`config.mk`:
```
export PLATFORM = sky130hd
export DESIGN_NAME = arc4_init_engine
export DESIGN_NICKNAME = d
export VERILOG_FILES = /design/src/rtl/arc4_pkg.sv /design/src/rtl/arc4_ksa_seq.sv /design/src/rtl/arc4_init_engine.sv
export SDC_FILE = /design/constraint.sdc
export NUM_CORES = 1
export LEC_CHECK = 0
export BUFFER_PORTS_ARGS = -buffer_cell sky130_fd_sc_hd__buf_2
export CORE_MARGIN = 2
export CORE_UTILIZATION = 31
export DETAILED_ROUTE_END_ITERATION = 16
export PLACE_DENSITY = 0.73
export SYNTH_ARGS = -nofsm -noshare
export SYNTH_HDL_FRONTEND = slang
export SYNTH_SLANG_ARGS = --single-unit
```
`constraint.sdc`:
```
create_clock -name clk -period 1.1 [get_ports clk]
set_input_delay 0.165 -clock clk [delete_from_list [all_inputs] [get_ports clk]]
set_output_delay 0.165 -clock clk [all_outputs]
set_load 0.005 [all_outputs]
```
`src/rtl/arc4_pkg.sv`:
```
`timescale 1ns/1ps
// Shared state encoding and key-byte helper for the ARC4 S-array initialiser.
// The key-schedule pass is compiled in only when ARC4_INIT_KSA_EN is defined.
package arc4_pkg;

  typedef enum logic [2:0] {
    IDLE    = 3'd0,
    FILL    = 3'd1,
    KS_RDI  = 3'd2,
    KS_CAPI = 3'd3,
    KS_RDJ  = 3'd4,
    KS_CAPJ = 3'd5,
    KS_WRI  = 3'd6,
    KS_WRJ  = 3'd7
  } state_t;

  localparam int unsigned MAX_KEY_BYTES = 32;

  // Byte 0 is the most significant byte of an nbytes-wide key.
  function automatic logic [7:0] key_byte(input logic [8*MAX_KEY_BYTES-1:0] key,
                                          input int unsigned nbytes,
                                          input int unsigned idx);
    key_byte = key[8*(nbytes-1-idx) +: 8];
  endfunction

endpackage

```
`src/rtl/arc4_ksa_seq.sv`:
```
`timescale 1ns/1ps
// ARC4 key-schedule datapath: latched key, running j index and the two
// swap operands si/sj. Only instantiated when ARC4_INIT_KSA_EN is defined.
module arc4_ksa_seq
  import arc4_pkg::*;
#(
  parameter int ADDR_W    = 8,
  parameter int DATA_W    = 8,
  parameter int KEY_BYTES = 3
) (
  input  logic                   clk,
  input  logic                   rst,
  input  logic                   accept_i,
  input  logic [8*KEY_BYTES-1:0] key_i,
  input  state_t                 state_i,
  input  logic [DATA_W-1:0]      rddata_i,
  output logic [ADDR_W-1:0]      j_o,
  output logic [DATA_W-1:0]      si_o,
  output logic [DATA_W-1:0]      sj_o
);

  localparam int KIDX_W = (KEY_BYTES > 1) ? $clog2(KEY_BYTES) : 1;

  logic [8*KEY_BYTES-1:0] key_q, key_d;
  logic [ADDR_W-1:0]      j_q, j_d;
  logic [DATA_W-1:0]      si_q, si_d;
  logic [DATA_W-1:0]      sj_q, sj_d;
  logic [KIDX_W-1:0]      kidx_q, kidx_d;
  logic [7:0]             kb;

  // kidx tracks i mod KEY_BYTES without a divider: i never wraps mid-pass.
  assign kb = key_byte((8*MAX_KEY_BYTES)'(key_q), KEY_BYTES, 32'(kidx_q));

  always_comb begin
    key_d  = key_q;
    j_d    = j_q;
    si_d   = si_q;
    sj_d   = sj_q;
    kidx_d = kidx_q;
    if (accept_i) begin
      key_d  = key_i;
      j_d    = '0;
      kidx_d = '0;
    end else begin
      case (state_i)
        KS_CAPI: begin
          si_d = rddata_i;
          j_d  = j_q + ADDR_W'(rddata_i) + ADDR_W'(kb);
        end
        KS_CAPJ: sj_d = rddata_i;
        KS_WRJ:  kidx_d = (kidx_q == KIDX_W'(KEY_BYTES-1)) ? '0 : kidx_q + 1'b1;
        default: ;
      endcase
    end
  end

  always_ff @(posedge clk or posedge rst) begin
    if (rst) begin
      key_q  <= '0;
      j_q    <= '0;
      si_q   <= '0;
      sj_q   <= '0;
      kidx_q <= '0;
    end else begin
      key_q  <= key_d;
      j_q    <= j_d;
      si_q   <= si_d;
      sj_q   <= sj_d;
      kidx_q <= kidx_d;
    end
  end

  assign j_o  = j_q;
  assign si_o = si_q;
  assign sj_o = sj_q;

endmodule

```
`src/rtl/arc4_init_engine.sv`:
```
`timescale 1ns/1ps
// ARC4 S-array initialiser: fills RAM with (i + START_VAL), then optionally
// runs the key-schedule swap pass when ARC4_INIT_KSA_EN is defined.
module arc4_init_engine
  import arc4_pkg::*;
#(
  parameter int                ADDR_W    = 8,
  parameter int                DATA_W    = 8,
  parameter int                KEY_BYTES = 3,
  parameter logic [DATA_W-1:0] START_VAL = '0
) (
  input  logic                   clk,
  input  logic                   rst,
  input  logic                   en,
  output logic                   rdy,
  input  logic [8*KEY_BYTES-1:0] key,
  output logic [ADDR_W-1:0]      addr,
  output logic [DATA_W-1:0]      wrdata,
  output logic                   wren,
  input  logic [DATA_W-1:0]      rddata,
  output logic [2:0]             dbg_state
);

  // Handshake: a request is taken in any cycle where en && rdy; rdy is high
  // only in IDLE, and en seen while rdy is low is dropped, never queued.
  state_t            state_q, state_d;
  logic [ADDR_W-1:0] i_q, i_d;
  logic              accept;
  logic              last_i;

  assign accept    = en && (state_q == IDLE);
  assign last_i    = &i_q;
  assign dbg_state = state_q;

`ifdef ARC4_INIT_KSA_EN
  logic [ADDR_W-1:0] j;
  logic [DATA_W-1:0] si, sj;

  arc4_ksa_seq #(
    .ADDR_W    (ADDR_W),
    .DATA_W    (DATA_W),
    .KEY_BYTES (KEY_BYTES)
  ) u_ksa (
    .clk      (clk),
    .rst      (rst),
    .accept_i (accept),
    .key_i    (key),
    .state_i  (state_q),
    .rddata_i (rddata),
    .j_o      (j),
    .si_o     (si),
    .sj_o     (sj)
  );
`else
  logic unused_ksa_inputs;
  assign unused_ksa_inputs = ^{key, rddata};
`endif

  always_ff @(posedge clk or posedge rst) begin
    if (rst) begin
      state_q <= IDLE;
      i_q     <= '0;
    end else begin
      state_q <= state_d;
      i_q     <= i_d;
    end
  end

  always_comb begin
    state_d = state_q;
    i_d     = i_q;
    case (state_q)
      IDLE: begin
        if (accept) begin
          state_d = FILL;
          i_d     = '0;
        end
      end
      FILL: begin
        i_d = i_q + 1'b1;
`ifdef ARC4_INIT_KSA_EN
        if (last_i) state_d = KS_RDI;
`else
        if (last_i) state_d = IDLE;
`endif
      end
`ifdef ARC4_INIT_KSA_EN
      KS_RDI:  state_d = KS_CAPI;
      KS_CAPI: state_d = KS_RDJ;
      KS_RDJ:  state_d = KS_CAPJ;
      KS_CAPJ: state_d = KS_WRI;
      KS_WRI:  state_d = KS_WRJ;
      KS_WRJ: begin
        i_d     = i_q + 1'b1;
        state_d = last_i ? IDLE : KS_RDI;
      end
`endif
      default: state_d = IDLE;
    endcase
  end

  // j is a register, so there is no combinational path from rddata to addr.
  always_comb begin
    rdy    = 1'b0;
    addr   = '0;
    wrdata = '0;
    wren   = 1'b0;
    case (state_q)
      IDLE: rdy = 1'b1;
      FILL: begin
        addr   = i_q;
        wrdata = DATA_W'(i_q) + START_VAL;
        wren   = 1'b1;
      end
`ifdef ARC4_INIT_KSA_EN
      KS_RDI: addr = i_q;
      KS_RDJ: addr = j;
      KS_WRI: begin
        addr   = i_q;
        wrdata = sj;
        wren   = 1'b1;
      end
      KS_WRJ: begin
        addr   = j;
        wrdata = si;
        wren   = 1'b1;
      end
`endif
      default: ;
    endcase
  end

endmodule

```
Word level (Yosys, flattened, before mapping)
Cells that the tools add are included.
- logic and storage cells: 20
- flip-flop bits (word level): 11
- input bits: 35
- output and inout port bits: 21
- mux-type cells: 8
- add/sub/neg operators: 1
- reduce and logical (&&, ||, !) cells: 6
- eq/ne operators: 3
- operators with widths (operator ; count):
    8-bit 2-to-1 mux ; 2
    8-bit one-hot mux with 2 select lines ; 1
    8-bit by 1-bit adder with 8-bit output, second input constant ; 1
    8-bit AND reduction ; 1
    3-bit 2-to-1 mux ; 2
    3-bit one-hot mux with 2 select lines ; 1
    2-bit != test, second input constant ; 2
    2-bit AND reduction ; 2
    3-bit by 1-bit == test with 1-bit output, second input constant ; 1
    3-bit logical NOT ; 1
    1-bit 2-to-1 mux ; 2
    2-bit nonzero test ; 1
    1-bit logical AND ; 1

Logic depth before layout (Yosys ltp)
- depth in word-level cells: 4
- depth in mapped cells: 4
- depth with buffers taken out: 4

Least setup slack after synthesis
Ideal clock, no wire load.
- path type: register to output
- start point: reg state_q[0] (netlist: dbg_state[0])
- end point: out wrdata[3]
- stages on the path, launching flop included: 4
- setup slack: -0.019 ns
- data required time: 0.935 ns
- buffers on the path: 2
- data arrival time: 0.954 ns
- cell sequence: dfrtp_1 > buf_2 > and2_2 > buf_4
- longest elaborated chain between the ends: 2
- RTL lines (item ; RTL line ; RTL):
    start, declared ; arc4_init_engine.sv:26 ; state_t state_q, state_d;
    start signal, assigned ; arc4_init_engine.sv:64 ; state_q <= state_d;
    3-bit by 1-bit == test with 1-bit output ; n/a ;
    8-bit 2-to-1 mux ; n/a ;
    end, declared ; arc4_init_engine.sv:18 ; output logic [DATA_W-1:0] wrdata,
Every way passes these cells.

Final worst setup path
- start point: reg state_q[0] (netlist: dbg_state[0])
- end point: out rdy
- longest elaborated chain between the ends: 2
- RTL lines (item ; RTL line ; RTL):
    3-bit logical NOT ; arc4_init_engine.sv:108 ; case (state_q)
    1-bit 2-to-1 mux ; arc4_init_engine.sv:108 ;
    end, declared ; arc4_init_engine.sv:15 ; output logic rdy,
Every way passes these cells.

==> metrics.md <==
| Metric | Value |
|---|---|
| Status | complete, but fails checks |
| Violated checks | negative setup slack |
| Port-buffer cells | 21 |
| TritonCTS Sinks | 9 |
| Hold depth | 2 |
| Crit Path Class | flop to output pin |
| Fmax | 820 MHz |
| Initial Utilization | 33.1% |
| Yosys warns | 0 |
| Synth Cell Area | 578 um^2 |
| Io pins | 56 |
| Leakage | 0.000325 uW |
| Synth-to-layout area growth | 25.8% |
| GPL Wtd Cong | 0.749 |
| Routed wire length | 1080 um |
| Main synth FF type | dfrtp_1 |
| Data required, critical path | 0.94 ns |
| Final TNS setup | -2.12 ns |
| PD cells | 2680 mW/mm^2 |
| Row count | 15 |
| Root Driver | clkbuf_4 |
| Clock Skew | 0.00627 ns |
| Sequential area share after synthesis | 39.0% |
| Antenna Nets Post-Route | 0 |
| # diodes | 0 |
| Min-Delay Startpoint | en |
| Die Height | 47.2 um |
| DR DRC count | 0 |
| Largest net degree at the start of global routing | 15 |
| Hold Fails Final Rpt | 0 |
| Global route overflow | 0 |
| Final period util | 111% |
| Layout Cells excl Fill | 108 |
| Total track usage | 11.0% |
| Worst setup EP type | output pin |
| Nets | 120 |
| Post-placement cell count | 101 |
| Reg-to-reg critical path endpoint | i_q[7]$_DFFE_PP0P_ |
| First-pass GRT wire length | 1680 um |
| Layout fillers | 178 |
| Share of cells above drive strength 1 | 41.0% |
| CTS tree | yes |
| H-tree depth | 1 |
| Max rail drop VDD | 1190 uV |
| Final Max Slew Viols | 0 |
| Drt initial violations | 1 |
| DRT Pass-1 Iters | 4 |
| Final setup vio count | 20 |
| MaxCap Viol Count | 0 |
| Clk_lat worst skew | 0.26 ns |
| RSZ-0062 raised after global routing | true |
| Core area | 0.00175 mm^2 |
| Vias per inst | 4.47 |
| Die W | 47.2 um |
| Vias | 483 |
| Synth async-reset ratio | 100% |
| Clock buffer depth | 2 |
| Post-synth EDFFs | 0 |
| Hold slack | 0.131 ns |
| Worst r2r src | dbg_state[0]$_DFFE_PP0P_ |
| Final worst setup slack | -0.120 ns |
| Initial antenna violation count | 0 |
| Final instance area | 727 um^2 |
| Hold EP | i_q[3]$_DFFE_PP0P_ |
| Die Area | 0.00223 mm^2 |
| CTS clk-pin slew, worst paths | 0.06 ns |
| R2R Setup Slk | -0.11 ns |
| CTS Buf Count | 3 |
| Post-Syn Instances | 64 |
| Place WS | -0.0178 ns |
| Detailed placement HPWL | 856 um |
| Biggest fanout along the worst timing path | 14 |
| Crit path time final | 1.22 ns |
| Worst Hold Class | input port to flop |
| DP Area | 647 um^2 |
| WL/cell | 10.0 um |
| Number of global-route vias before repair | 414 |
| CP Data Arrival Time | 1.05 ns |
| Worst R2R Path Depth | 4 |
| Startpoint Class | flop |
| Unique cell type count in the Yosys netlist | 24 |
| Post-synthesis register bit count | 9 |
| Mean area per synthesized cell | 9.03 um^2 |
## registers in the layout (all words and copies together), names as in the netlist
| signal | count |
|---|---|
| dbg_state | 1 |
| i_q | 8 |
## through the flow
step	util, %	total power, uW
6_report	41.6	1950
5_1_grt	41.6	2140
4_1_cts	41.6	1970
3_5_place_dp	37.1	1600
3_3_place_gp	37.1	1550
2_1_floorplan	-	1360
## worst max-delay path by stage
stage	from	end	slack, ns
4_1_cts	dbg_state[0]$_DFFE_PP0P_	wrdata[6]	-0.12
5_1_grt	dbg_state[0]$_DFFE_PP0P_	i_q[7]$_DFFE_PP0P_	-0.18
3_3_place_gp	dbg_state[0]$_DFFE_PP0P_	i_q[6]$_DFFE_PP0P_	0.02
6_report	dbg_state[0]$_DFFE_PP0P_	rdy	-0.12
3_5_place_dp	dbg_state[0]$_DFFE_PP0P_	i_q[6]$_DFFE_PP0P_	-0.02
2_1_floorplan	dbg_state[0]$_DFFE_PP0P_	wrdata[3]	0.005
## Yosys cell counts, types with 2 or more instances
master	n	area (um^2)
o21ai_0	4	20.0
o31ai_1	2	15.0
o211ai_1	2	15.0
nand3_1	2	10.0
nand2_1	9	33.8
xor2_1	2	17.5
inv_1	2	7.51
dfrtp_1	9	225
and2_1	7	43.8
buf_4	11	82.6
## cells in the final DEF, fill, tap and decap left out, types with 2 or more instances in the layout
cell type  instances
conb_1             2
nand2_1            9
o21ai_0            4
inv_1              2
buf_2             20
nand3_1            2
clkbuf_4           3
o31ai_1            2
buf_6              4
and2_1             7
xor2_1             2
o211ai_1           2
dfrtp_1            8
## cells by family after synthesis
family / after synthesis / synth area share [%]
buffers and inverters: 14 / 16.5
xor gates and xnor gates: 2 / 3.03
other: 1 / 0.649
and+or+nand+nor: 25 / 25.3
muxes: 1 / 1.73
adders and majority gates: 1 / 2.16
DFF: 9 / 39.0
AOI/OAI and AO/OA: 11 / 11.7
## metal layers
metal	up-vias	track usage (%)	wire, um
met2	20	19.2	466
li1	243	-	-
met1	218	12.1	536
met5	-	0	0
met4	0	5.00	19
met3	2	3.46	62
## report_power, final
group / internal, uW / switching, uW / total, uW
sequential: 485 / 200 / 686
combinational: 571 / 441 / 1010
clock: 140 / 111 / 251
total: 1200 / 752 / 1950
## cell type report
| type | instances | area, um^2 | share of cell area (%) |
|---|---|---|---|
| flip-flops and latches | 9 | 226 | 31.2 |
| repair buffers | 26 | 163 | 22.4 |
| multi-input cells | 42 | 273 | 37.5 |
| well taps | 25 | 31.3 | 4.30 |
| inverters | 2 | 7.51 | 1.03 |
| clock buffers | 4 | 26.3 | 3.61 |
## worst max-delay path, stage by stage, from the launching register on
cell and delay, ns:
dfrtp_2 0.48, inv_1 0.17, buf_2 0.14
## timing repair
item,4_1_cts,5_1_grt
hold buffers,1,0
endpoints found under the hold margin,9,0
pin swaps,2,1
resized for setup,8,0
endpoints found under the setup margin,23,27
setup buffers,2,0
Power figures use the tool's default switching activity.
